--- src/rtl/digit_memory_scan_pkg.sv ---
// Shared definitions for the digit memory: FSM state encoding and a constant log2 helper.
package digit_memory_scan_pkg;

  localparam int SEG_W = 7;

  typedef enum logic {
    ST_IDLE  = 1'b0,
    ST_CLEAR = 1'b1
  } state_t;

  // Ceiling log2 usable in parameter expressions; clog2(1) = 0.
  function automatic int clog2(input int value);
    int r;
    r = 0;
    while ((1 << r) < value) r++;
    return r;
  endfunction

endpackage

--- src/rtl/digit_memory_scan_button_pulse.sv ---
// Raw push-button conditioning: 2-FF synchroniser, stability-count debounce and a
// one-clock pulse on each accepted 0->1 transition of the debounced level.
module button_pulse
  import digit_memory_scan_pkg::*;
#(
  parameter int DEB_CYCLES = 500000
) (
  input  logic clk,
  input  logic rst_n,
  input  logic btn,
  output logic pulse
);

  localparam int CNT_W = clog2(DEB_CYCLES + 1);
  localparam logic [CNT_W-1:0] CNT_LAST = CNT_W'(DEB_CYCLES - 1);

  logic             sync_meta;
  logic             sync_lvl;
  logic             level;
  logic [CNT_W-1:0] cnt;

  // Two-stage synchroniser for the asynchronous button input.
  // NOTE: sequential state uses non-blocking assignments so every flop samples pre-edge values.
  always_ff @(posedge clk or negedge rst_n) begin
    if (!rst_n) begin
      sync_meta <= 1'b0;
      sync_lvl  <= 1'b0;
    end else begin
      sync_meta <= btn;
      sync_lvl  <= sync_meta;
    end
  end

  // Accept a new level after DEB_CYCLES consecutive samples that differ from the current one.
  always_ff @(posedge clk or negedge rst_n) begin
    if (!rst_n) begin
      level <= 1'b0;
      cnt   <= '0;
      pulse <= 1'b0;
    end else begin
      pulse <= 1'b0;
      if (sync_lvl == level) begin
        cnt <= '0;
      end else if (cnt == CNT_LAST) begin
        level <= sync_lvl;
        cnt   <= '0;
        pulse <= sync_lvl;
      end else begin
        cnt <= cnt + 1'b1;
      end
    end
  end

endmodule

--- src/rtl/digit_memory_scan_hex2seven_seg.sv ---
// Hex nibble to active-high seven-segment pattern, bit order {g,f,e,d,c,b,a}.
module hex2seven_seg (
  input  logic [3:0] nibble,
  output logic [6:0] segs
);

  // Pure decode table.
  // NOTE: the output gets a default before the case so no latch can be inferred.
  always_comb begin
    segs = 7'h00;
    case (nibble)
      4'h0: segs = 7'h3F;
      4'h1: segs = 7'h06;
      4'h2: segs = 7'h5B;
      4'h3: segs = 7'h4F;
      4'h4: segs = 7'h66;
      4'h5: segs = 7'h6D;
      4'h6: segs = 7'h7D;
      4'h7: segs = 7'h07;
      4'h8: segs = 7'h7F;
      4'h9: segs = 7'h6F;
      4'hA: segs = 7'h77;
      4'hB: segs = 7'h7C;
      4'hC: segs = 7'h39;
      4'hD: segs = 7'h5E;
      4'hE: segs = 7'h79;
      4'hF: segs = 7'h71;
      default: segs = 7'h00;
    endcase
  end

endmodule

--- src/rtl/digit_memory_scan.sv ---
// DEPTH x DATA_W register memory written from switches by a debounced button, with
// sequenced clear-all, manual/auto-scan display address and hex seven-segment readout.
module digit_memory_scan
  import digit_memory_scan_pkg::*;
#(
  parameter int DATA_W     = 8,
  parameter int DEPTH      = 8,
  parameter int ADDR_W     = clog2(DEPTH),
  parameter int SCAN_DIV   = 50000000,
  parameter int DEB_CYCLES = 500000
) (
  input  logic                        clk,
  input  logic                        reset,
  input  logic                        write_btn,
  input  logic                        clear_btn,
  input  logic                        mode_scan,
  input  logic [ADDR_W-1:0]           switch_address,
  input  logic [DATA_W-1:0]           switch_value,
  output logic [DEPTH-1:0]            indicate_led,
  output logic [SEG_W*(DATA_W/4)-1:0] digit_segs,
  output logic [ADDR_W-1:0]           disp_addr,
  output logic                        busy
);

  localparam int PRE_W = clog2(SCAN_DIV);
  localparam logic [PRE_W-1:0]  PRE_LAST = PRE_W'(SCAN_DIV - 1);
  localparam logic [ADDR_W-1:0] PTR_LAST = ADDR_W'(DEPTH - 1);

  if ((DATA_W % 4) != 0 || DATA_W < 4 || DATA_W > 32) begin : g_bad_data_w
    $error("DATA_W must be a multiple of 4 in 4..32");
  end
  if ((DEPTH & (DEPTH - 1)) != 0 || DEPTH < 2 || DEPTH > 64 || ADDR_W != clog2(DEPTH)) begin : g_bad_depth
    $error("DEPTH must be a power of 2 in 2..64 and ADDR_W must equal clog2(DEPTH)");
  end

  logic                  wr_pulse, clr_pulse;
  logic                  scan_meta, scan_sync, scan_prev, scan_rise;
  logic [PRE_W-1:0]      presc, presc_next;
  logic [ADDR_W-1:0]     disp_next;
  state_t                state, state_next;
  logic [ADDR_W-1:0]     clr_ptr, ptr_next;
  logic                  wr_en, clr_en;
  logic [DATA_W-1:0]     mem [DEPTH];
  logic [DATA_W-1:0]     indicating;

  button_pulse #(.DEB_CYCLES(DEB_CYCLES)) u_write_btn (
    .clk(clk), .rst_n(reset), .btn(write_btn), .pulse(wr_pulse)
  );
  button_pulse #(.DEB_CYCLES(DEB_CYCLES)) u_clear_btn (
    .clk(clk), .rst_n(reset), .btn(clear_btn), .pulse(clr_pulse)
  );

  // Synchronise the scan switch and keep its previous value for edge detection.
  always_ff @(posedge clk or negedge reset) begin
    if (!reset) begin
      scan_meta <= 1'b0;
      scan_sync <= 1'b0;
      scan_prev <= 1'b0;
    end else begin
      scan_meta <= mode_scan;
      scan_sync <= scan_meta;
      scan_prev <= scan_sync;
    end
  end

  assign scan_rise = scan_sync & ~scan_prev;

  // Next display address: restart from the manual address on scan entry, step at terminal count.
  always_comb begin
    presc_next = presc;
    disp_next  = disp_addr;
    if (scan_rise) begin
      presc_next = '0;
      disp_next  = switch_address;
    end else if (scan_sync) begin
      if (presc == PRE_LAST) begin
        presc_next = '0;
        disp_next  = disp_addr + 1'b1;
      end else begin
        presc_next = presc + 1'b1;
      end
    end else begin
      disp_next = switch_address;
    end
  end

  // Display address, prescaler and one-hot LED all update on the same edge.
  always_ff @(posedge clk or negedge reset) begin
    if (!reset) begin
      presc        <= '0;
      disp_addr    <= '0;
      indicate_led <= DEPTH'(1);
    end else begin
      presc        <= presc_next;
      disp_addr    <= disp_next;
      indicate_led <= DEPTH'(1) << disp_next;
    end
  end

  // FSM state and clear pointer registers.
  always_ff @(posedge clk or negedge reset) begin
    if (!reset) begin
      state   <= ST_IDLE;
      clr_ptr <= '0;
    end else begin
      state   <= state_next;
      clr_ptr <= ptr_next;
    end
  end

  // FSM next state and memory strobes; a clear pulse beats a simultaneous write pulse.
  always_comb begin
    state_next = state;
    ptr_next   = clr_ptr;
    wr_en      = 1'b0;
    clr_en     = 1'b0;
    case (state)
      ST_IDLE: begin
        if (clr_pulse) begin
          state_next = ST_CLEAR;
          ptr_next   = '0;
        end else begin
          wr_en = wr_pulse;
        end
      end
      ST_CLEAR: begin
        clr_en   = 1'b1;
        ptr_next = clr_ptr + 1'b1;
        if (clr_ptr == PTR_LAST) state_next = ST_IDLE;
      end
      default: state_next = ST_IDLE;
    endcase
  end

  assign busy = (state == ST_CLEAR);

  for (genvar i = 0; i < DEPTH; i++) begin : g_mem
    logic [DATA_W-1:0] word;

    // One memory word: cleared by the sequencer or written from the switches.
    // NOTE: words carry an async reset because a zeroed memory after reset is visible behaviour; true RAMs cannot do this.
    always_ff @(posedge clk or negedge reset) begin
      if (!reset) begin
        word <= '0;
      end else if (clr_en && clr_ptr == ADDR_W'(i)) begin
        word <= '0;
      end else if (wr_en && switch_address == ADDR_W'(i)) begin
        word <= switch_value;
      end
    end

    assign mem[i] = word;
  end

  // Registered read of the displayed word; no bypass of a same-edge write.
  always_ff @(posedge clk or negedge reset) begin
    if (!reset) begin
      indicating <= '0;
    end else begin
      indicating <= mem[disp_addr];
    end
  end

  for (genvar d = 0; d < DATA_W / 4; d++) begin : g_digit
    hex2seven_seg u_seg (
      .nibble(indicating[4*d +: 4]),
      .segs  (digit_segs[SEG_W*d +: SEG_W])
    );
  end

endmodule
--- config.mk ---
export PLATFORM = sky130hd
export DESIGN_NAME = digit_memory_scan
export DESIGN_NICKNAME = d
export VERILOG_FILES = /design/src/rtl/digit_memory_scan_pkg.sv /design/src/rtl/digit_memory_scan_button_pulse.sv /design/src/rtl/digit_memory_scan_hex2seven_seg.sv /design/src/rtl/digit_memory_scan.sv
export SDC_FILE = /design/constraint.sdc
export NUM_CORES = 1
export LEC_CHECK = 0
export ABC_CLOCK_PERIOD_IN_PS = 2180
export CAP_MARGIN = 10
export CORE_ASPECT_RATIO = 0.7
export CORE_UTILIZATION = 34
export CTS_CLUSTER_DIAMETER = 30
export DETAILED_ROUTE_END_ITERATION = 10
export SYNTH_ARGS = -nofsm -noshare
export SYNTH_HDL_FRONTEND = slang
export SYNTH_HIERARCHICAL = 1
export SYNTH_SLANG_ARGS = --single-unit
--- constraint.sdc ---
create_clock -name clk -period 2.18 [get_ports clk]
set_input_delay 0.436 -clock clk [delete_from_list [all_inputs] [get_ports clk]]
set_output_delay 0.436 -clock clk [all_outputs]
set_load 0.005 [all_outputs]
# ---- Word-level counts from Yosys, hierarchy flattened
# Memory sizes are Yosys's and may differ from the RTL's.
# Cells that the tools add are included.
dict set report word_totals {
  in_bits 16
  reg_bits 162
  romBits 224
  out_inout_bits 26
  memories 2
  wordCells 132
}
dict set report classes {
  n_reduce_logical 29
  n_lt_le_gt_ge 1
  n_eq_ne 20
  n_bitwise 6
  shift 1
  mux 41
  add_sub_neg 5
}
# memory depth width rd rd_ports_with_merged_regs wr line
set mem_list {}
lappend mem_list {{(name not given)} 16 7 1 0 0 digit_memory_scan_hex2seven_seg.sv:11} ;# case (nibble)
lappend mem_list {{(name not given)} 16 7 1 0 0 digit_memory_scan_hex2seven_seg.sv:11}
# op n
set ops {}
lappend ops {{$mux 8} 18}
lappend ops {{$mux 26} 3}
lappend ops {{$mux 19} 4}
lappend ops {{$add 19x1->19 const B} 2}
lappend ops {{$eq 19x19->1 const B} 2}
lappend ops {{$add 26x1->26 const B} 1}
lappend ops {{$eq 26x26->1 const B} 1}
lappend ops {{$bmux 8 s3} 1}
lappend ops {{$eq 3x3->1 const B} 8}
lappend ops {{$reduce_bool 2->1} 9}
lappend ops {{$logic_and 1x1->1} 16}
lappend ops {{$eq 3x2->1 const B} 4}
lappend ops {{$mux 3} 4}
lappend ops {{$mux 1} 9}
lappend ops {{$shl 1x3->8 const A} 1}
lappend ops {{$add 3x1->3 const B} 2}
lappend ops {{$eq 3x1->1 const B} 2}
lappend ops {{$logic_not 3->1} 2}
lappend ops {{$pmux 3 s2} 1}
lappend ops {{$ge 4x4->1 const B} 1}
lappend ops {{$not 1->1} 4}
lappend ops {{$not 3->4} 1}
lappend ops {{$reduce_and 2->1} 2}
lappend ops {{$eq 1x1->1} 2}
lappend ops {{3 further kinds} 3}

# ---- Longest topological paths before layout
dict set report depth {
  depth_word 5
  mapped_depth 7
  ltp_nobuf 7
}

# ---- Modules after synthesis
# The synthesis kept the hierarchy.
# mod cells_each area_per_inst_um2 n_inst seq_area_each_um2
set modules_own_cells {}
lappend modules_own_cells {digit_memory_scan 490 5631.7 1 2904.0}
lappend modules_own_cells {{button_pulse at u_write_btn} 106 1144.8 1 575.6}
lappend modules_own_cells {{button_pulse at u_clear_btn} 110 1118.6 1 575.6}
lappend modules_own_cells {{hex2seven_seg at g_digit[1].u_seg} 33 287.8 1 0.0}
lappend modules_own_cells {{hex2seven_seg at g_digit[0].u_seg} 33 282.8 1 0.0}

# ---- Worst setup path after synthesis
# No wires, ideal clock.
dict set report synth_timing {
  path_type {register to register}
  startpoint {reg disp_addr[0]}
  endpoint {reg indicating[0]}
  stages_incl_launch_ff 5
  period_less_slack_ps 2060
  arrival_ps 1936
  setup_time_ps 125
  setup_slack_ps 120
  t_required_ps 2055
  cell_sequence {dfrtp_1 -> clkbuf_1 -> buf_2 -> mux4_2 -> mux2_2}
}
dict set report synth_between {
  elab_chain_len 4
}
# item line
set synth_lines {}
lappend synth_lines {{start, declared} digit_memory_scan.sv:21} ;# output logic [ADDR_W-1:0] disp_addr,
lappend synth_lines {{start signal, assigned} digit_memory_scan.sv:95} ;# disp_addr <= disp_next;
lappend synth_lines {{$not 3->4 (not written as such)} digit_memory_scan.sv:160} ;# indicating <= mem[disp_addr];
lappend synth_lines {{$bmux 8 s3} digit_memory_scan.sv:160}
lappend synth_lines {{$mux 8 (not written as such) (2 in series)} digit_memory_scan.sv:160}
lappend synth_lines {{end signal, assigned} digit_memory_scan.sv:160}
lappend synth_lines {{end, declared} digit_memory_scan.sv:44} ;# logic [DATA_W-1:0] indicating;
# No other way between the ends. The select of a mux whose other input is x is not followed.
# A chain may end at the register's enable or synchronous reset.

# ---- Worst setup path after layout
dict set report layout_timing {
  startpoint {reg indicating[1]}
  endpoint {out digit_segs[3]}
}
dict set report layout_between {
  elab_chain_len 1
}
# item line
set layout_lines {}
lappend layout_lines {{$mem_v2 16x7} -}
lappend layout_lines {{end, declared} digit_memory_scan.sv:20} ;# output logic [SEG_W*(DATA_W/4)-1:0] digit_segs,
# No other way between the ends.

==> summary.txt <==
M2 GR Usage: 0.217
Starting Density: 0.352
max_cap viols: 0
DR vias: 5,999
vias in the first global route: 5,755
Final Hold Viols: 0
Critical Path AT: 1750 ps
Worst-Margin Slew: 695 ps
H-tree levels: 4
die height: 134 µm
RD Place Congestion: 0.810
post-synthesis mux area share: 0.156
post-synth top area cell: dfrtp_1
Leakage: 4.82 nW
Synth Net Count: 812
global-route wire length before repair: 31,300 µm
Fmax: 0.457 GHz
Clk Latency, worst-skew pair: 430 ps
clock root buffer: clkbuf_16
Syn Area/Cell: 11.0 µm²
share of layout cells above drive strength 1: 0.243
n_diodes: 0
Final min period: 2190 ps
Compound-Gate Fraction of Synth Area: 0.0662
dpl cell area: 0.00955 mm²
crit path cell chain: inv_2 -> ha_4 -> mux4_2 -> buf_2
sequential fraction of the synthesis area: 0.479
fin nets: 897
PD cells: 638 mW/mm²
Finish-stage setup viols: 3
WHS: 351 ps
grt peak-use layer: met1
XOR/XNOR Fraction of Synth Area: 0.0414
ys async rst share: 1.00
Reg2Reg Depth: 5
# DRC: 0
Die X: 191 µm
crit path kind: reg2out
met1 usage: 0.244
ys flop type: dfrtp_1
worst r2r src: presc[13]
Yosys reg bits: 162
largest family of logic cells by synthesized area: simple AND/OR/NAND/NOR gates
failing checks: negative setup slack
Buf+Inv Stages, Crit Path: 2
Reg clk slew, reported paths: 60 ps
GR Layer Usage met3: 0.0322
dominant cells by area after synthesis: dfrtp_1 (48%), mux2i_1 (8.6%), nor2_1 (5.0%), mux4_2 (4.5%), ha_1 (3.5%)
TritonCTS buffer count: 17
Yosys cell types: 69
Wirelength per Cell: 16.2 µm
Required @ worst endpoint: 1740 ps
HPWL after detailed placement: 12,800 µm
Gate Count Post-Synth: 772
Post-synth EDFFs: 0
TritonRoute pass-1 iters: 5
Iter 0 DRT Violations: 302
TritonCTS clock tree: yes
Clock Sinks: 162
setup total negative slack: -8.83 ps
Slew Limit Fails: 0
simple logic cell fraction of the synthesized area: 0.185
Critical Path Max Stage Delay: 440 ps
die area: 0.0255 mm²
global route total overflow: 0
crit start category: flip-flop
pin count of the biggest net entering global routing: 47
maximum vdd ir drop: 0.523 mV
fraction of the mapped netlist area in adder cells: 0.0355
Top-Level Pins: 42
CP Depth: 4
final worst setup slack: -6.47 ps
Routed WL: 19,300 µm
Worst setup startpoint: indicating[1]
normalized max-slew margin: 0.537
warnings from Yosys: 6
status: complete, but fails checks
PortBufs: 41
worst min-delay path category: reg2reg
hold path depth: 0
Layout Skew: 11.2 ps
ANT nets after route: 0
RSZ-0062 raised after global routing: yes
std cell rows: 47
Top delay family on crit path: multiplexers
hold wc startpoint: u_clear_btn/sync_meta
antenna violations before repair: 0
CP endpoint kind: output port
GRT Util Overall: 0.157
Crit-path slowest cell: mux4_2
final core occ: 0.436
period utilization: 1.00
area grow syn2layout: 23.8%
final instance area: 0.0105 mm²
Core Area: 0.0241 mm²
dpl ws: -0.449 ps
Post-Syn Area: 0.00847 mm²
Yosys top cell area share: 0.476
Via density: 5.05
clock tree buffer depth: 2
crit path max fanout: 3
-- cell usage in the layout, fill, tap and decap left out, types with 10 or more instances in the layout --
master,count
and3_1,12
buf_4,45
buf_6,10
clkbuf_16,17
clkdlybuf4s50_1,26
dfrtp_1,156
ha_1,13
inv_1,28
mux2_2,13
mux2i_1,73
mux4_2,18
nand2_1,33
nand3_1,19
nand4_1,20
nor2_1,113
nor3_1,19
nor4_1,10
o21ai_0,15
xnor2_1,30
xor2_1,10
-- kinds of logic after synthesis --
group | Yosys count
AND/OR/NAND/NOR | 291
XOR/XNOR | 40
buffers and inverters | 72
AO/OA/AOI/OAI | 76
multiplexers | 107
adder cells (fa/ha/maj) | 24
flip-flops | 162
-- what timing repair did --
action                                  CTS  global route
endpoints found under the setup margin   14            26
hold endpoints to repair                 41             0
buffers inserted                         10             2
pin swaps                                 4             7
hold buffers                              1             0
gates cloned                              0             2
resized for setup                        79            30
-- path summary, 6_finish.rpt --
kind / to / slack [ps]
setup / recovery: digit_segs[3] / -6
hold / removal: u_clear_btn/sync_lvl / 350
setup reg to reg: indicate_led[4] / 100
hold reg to reg: u_clear_btn/sync_lvl / 350
max in group asynchronous: indicate_led[0] / 1050
min in group asynchronous: g_mem[5].word[0] / 510
-- worst register-to-register path: stages, from the launching register on --
cell,delay [ps]
dfrtp_1,420
and3_2,270
nand4_2,190
or4_4,610
a31oi_4,270
nor3b_1,220
-- registers in the layout, summed over array words and instances (netlist names), 3 cells and up --
name and flops:
clr_ptr 3, presc 26, u_clear_btn/cnt 19, indicating 8
indicate_led 8, u_write_btn/cnt 19, disp_addr 3, g_mem.word 64
-- cells in the mapped netlist, types with 3 or more instances --
master    number
dfrtp_1      161
nor2_1       113
mux2i_1       73
nand2_1       33
inv_1         32
xnor2_1       30
ha_1          24
nor3_1        21
nand4_1       20
nand3_1       19
clkbuf_1      18
mux4_2        17
o21ai_0       17
mux2_2        15
and3_1        13
nor4_1        10
xor2_1        10
a31oi_1        8
buf_1          8
buf_2          8
o22ai_1        8
a21oi_1        7
and2_1         7
nor2b_1        7
nor3b_1        6
a21boi_0       5
o31ai_1        5
a22o_1         4
and3_2         4
nand2b_1       4
nor4_2         4
or4_4          4
a21o_1         3
and4_1         3
and4bb_2       3
buf_6          3
nand3_2        3
nand4_2        3
nor4b_1        3
or3_1          3
-- routing by layer --
| metal | wire length (µm) | share of wire | up-vias |
|---|---|---|---|
| met5 | 0 | 0 | - |
| met4 | 133 | 0.0069 | 0 |
| met3 | 734 | 0.038 | 9 |
| met2 | 7900 | 0.41 | 102 |
| met1 | 10500 | 0.54 | 2973 |
| li1 | - | - | 2915 |
-- layout make-up --
cell class | count | area (µm²)
clock buffer | 19 | 453
clock inverter | 12 | 180
fill | 2253 | 13600
inverter | 33 | 131
multi-input combinational | 540 | 4320
sequential | 162 | 4060
tap | 318 | 398
timing repair buffer | 103 | 935
-- stage by stage --
step,cells,total power [mW]
after floorplan,772,3.29
after global placement,1141,3.48
after detailed placement,1141,3.48
after CTS,1183,6.74
after global routing,1187,6.93
final,1187,6.69
-- report_power, final --
part / total, mW / internal [mW] / switching, mW
combinational: 0.375 / 0.152 / 0.223
clock: 3.24 / 1.98 / 1.27
sequential: 3.07 / 3.04 / 0.0299
total: 6.69 / 5.17 / 1.52
Power figures use the tool's default switching activity.
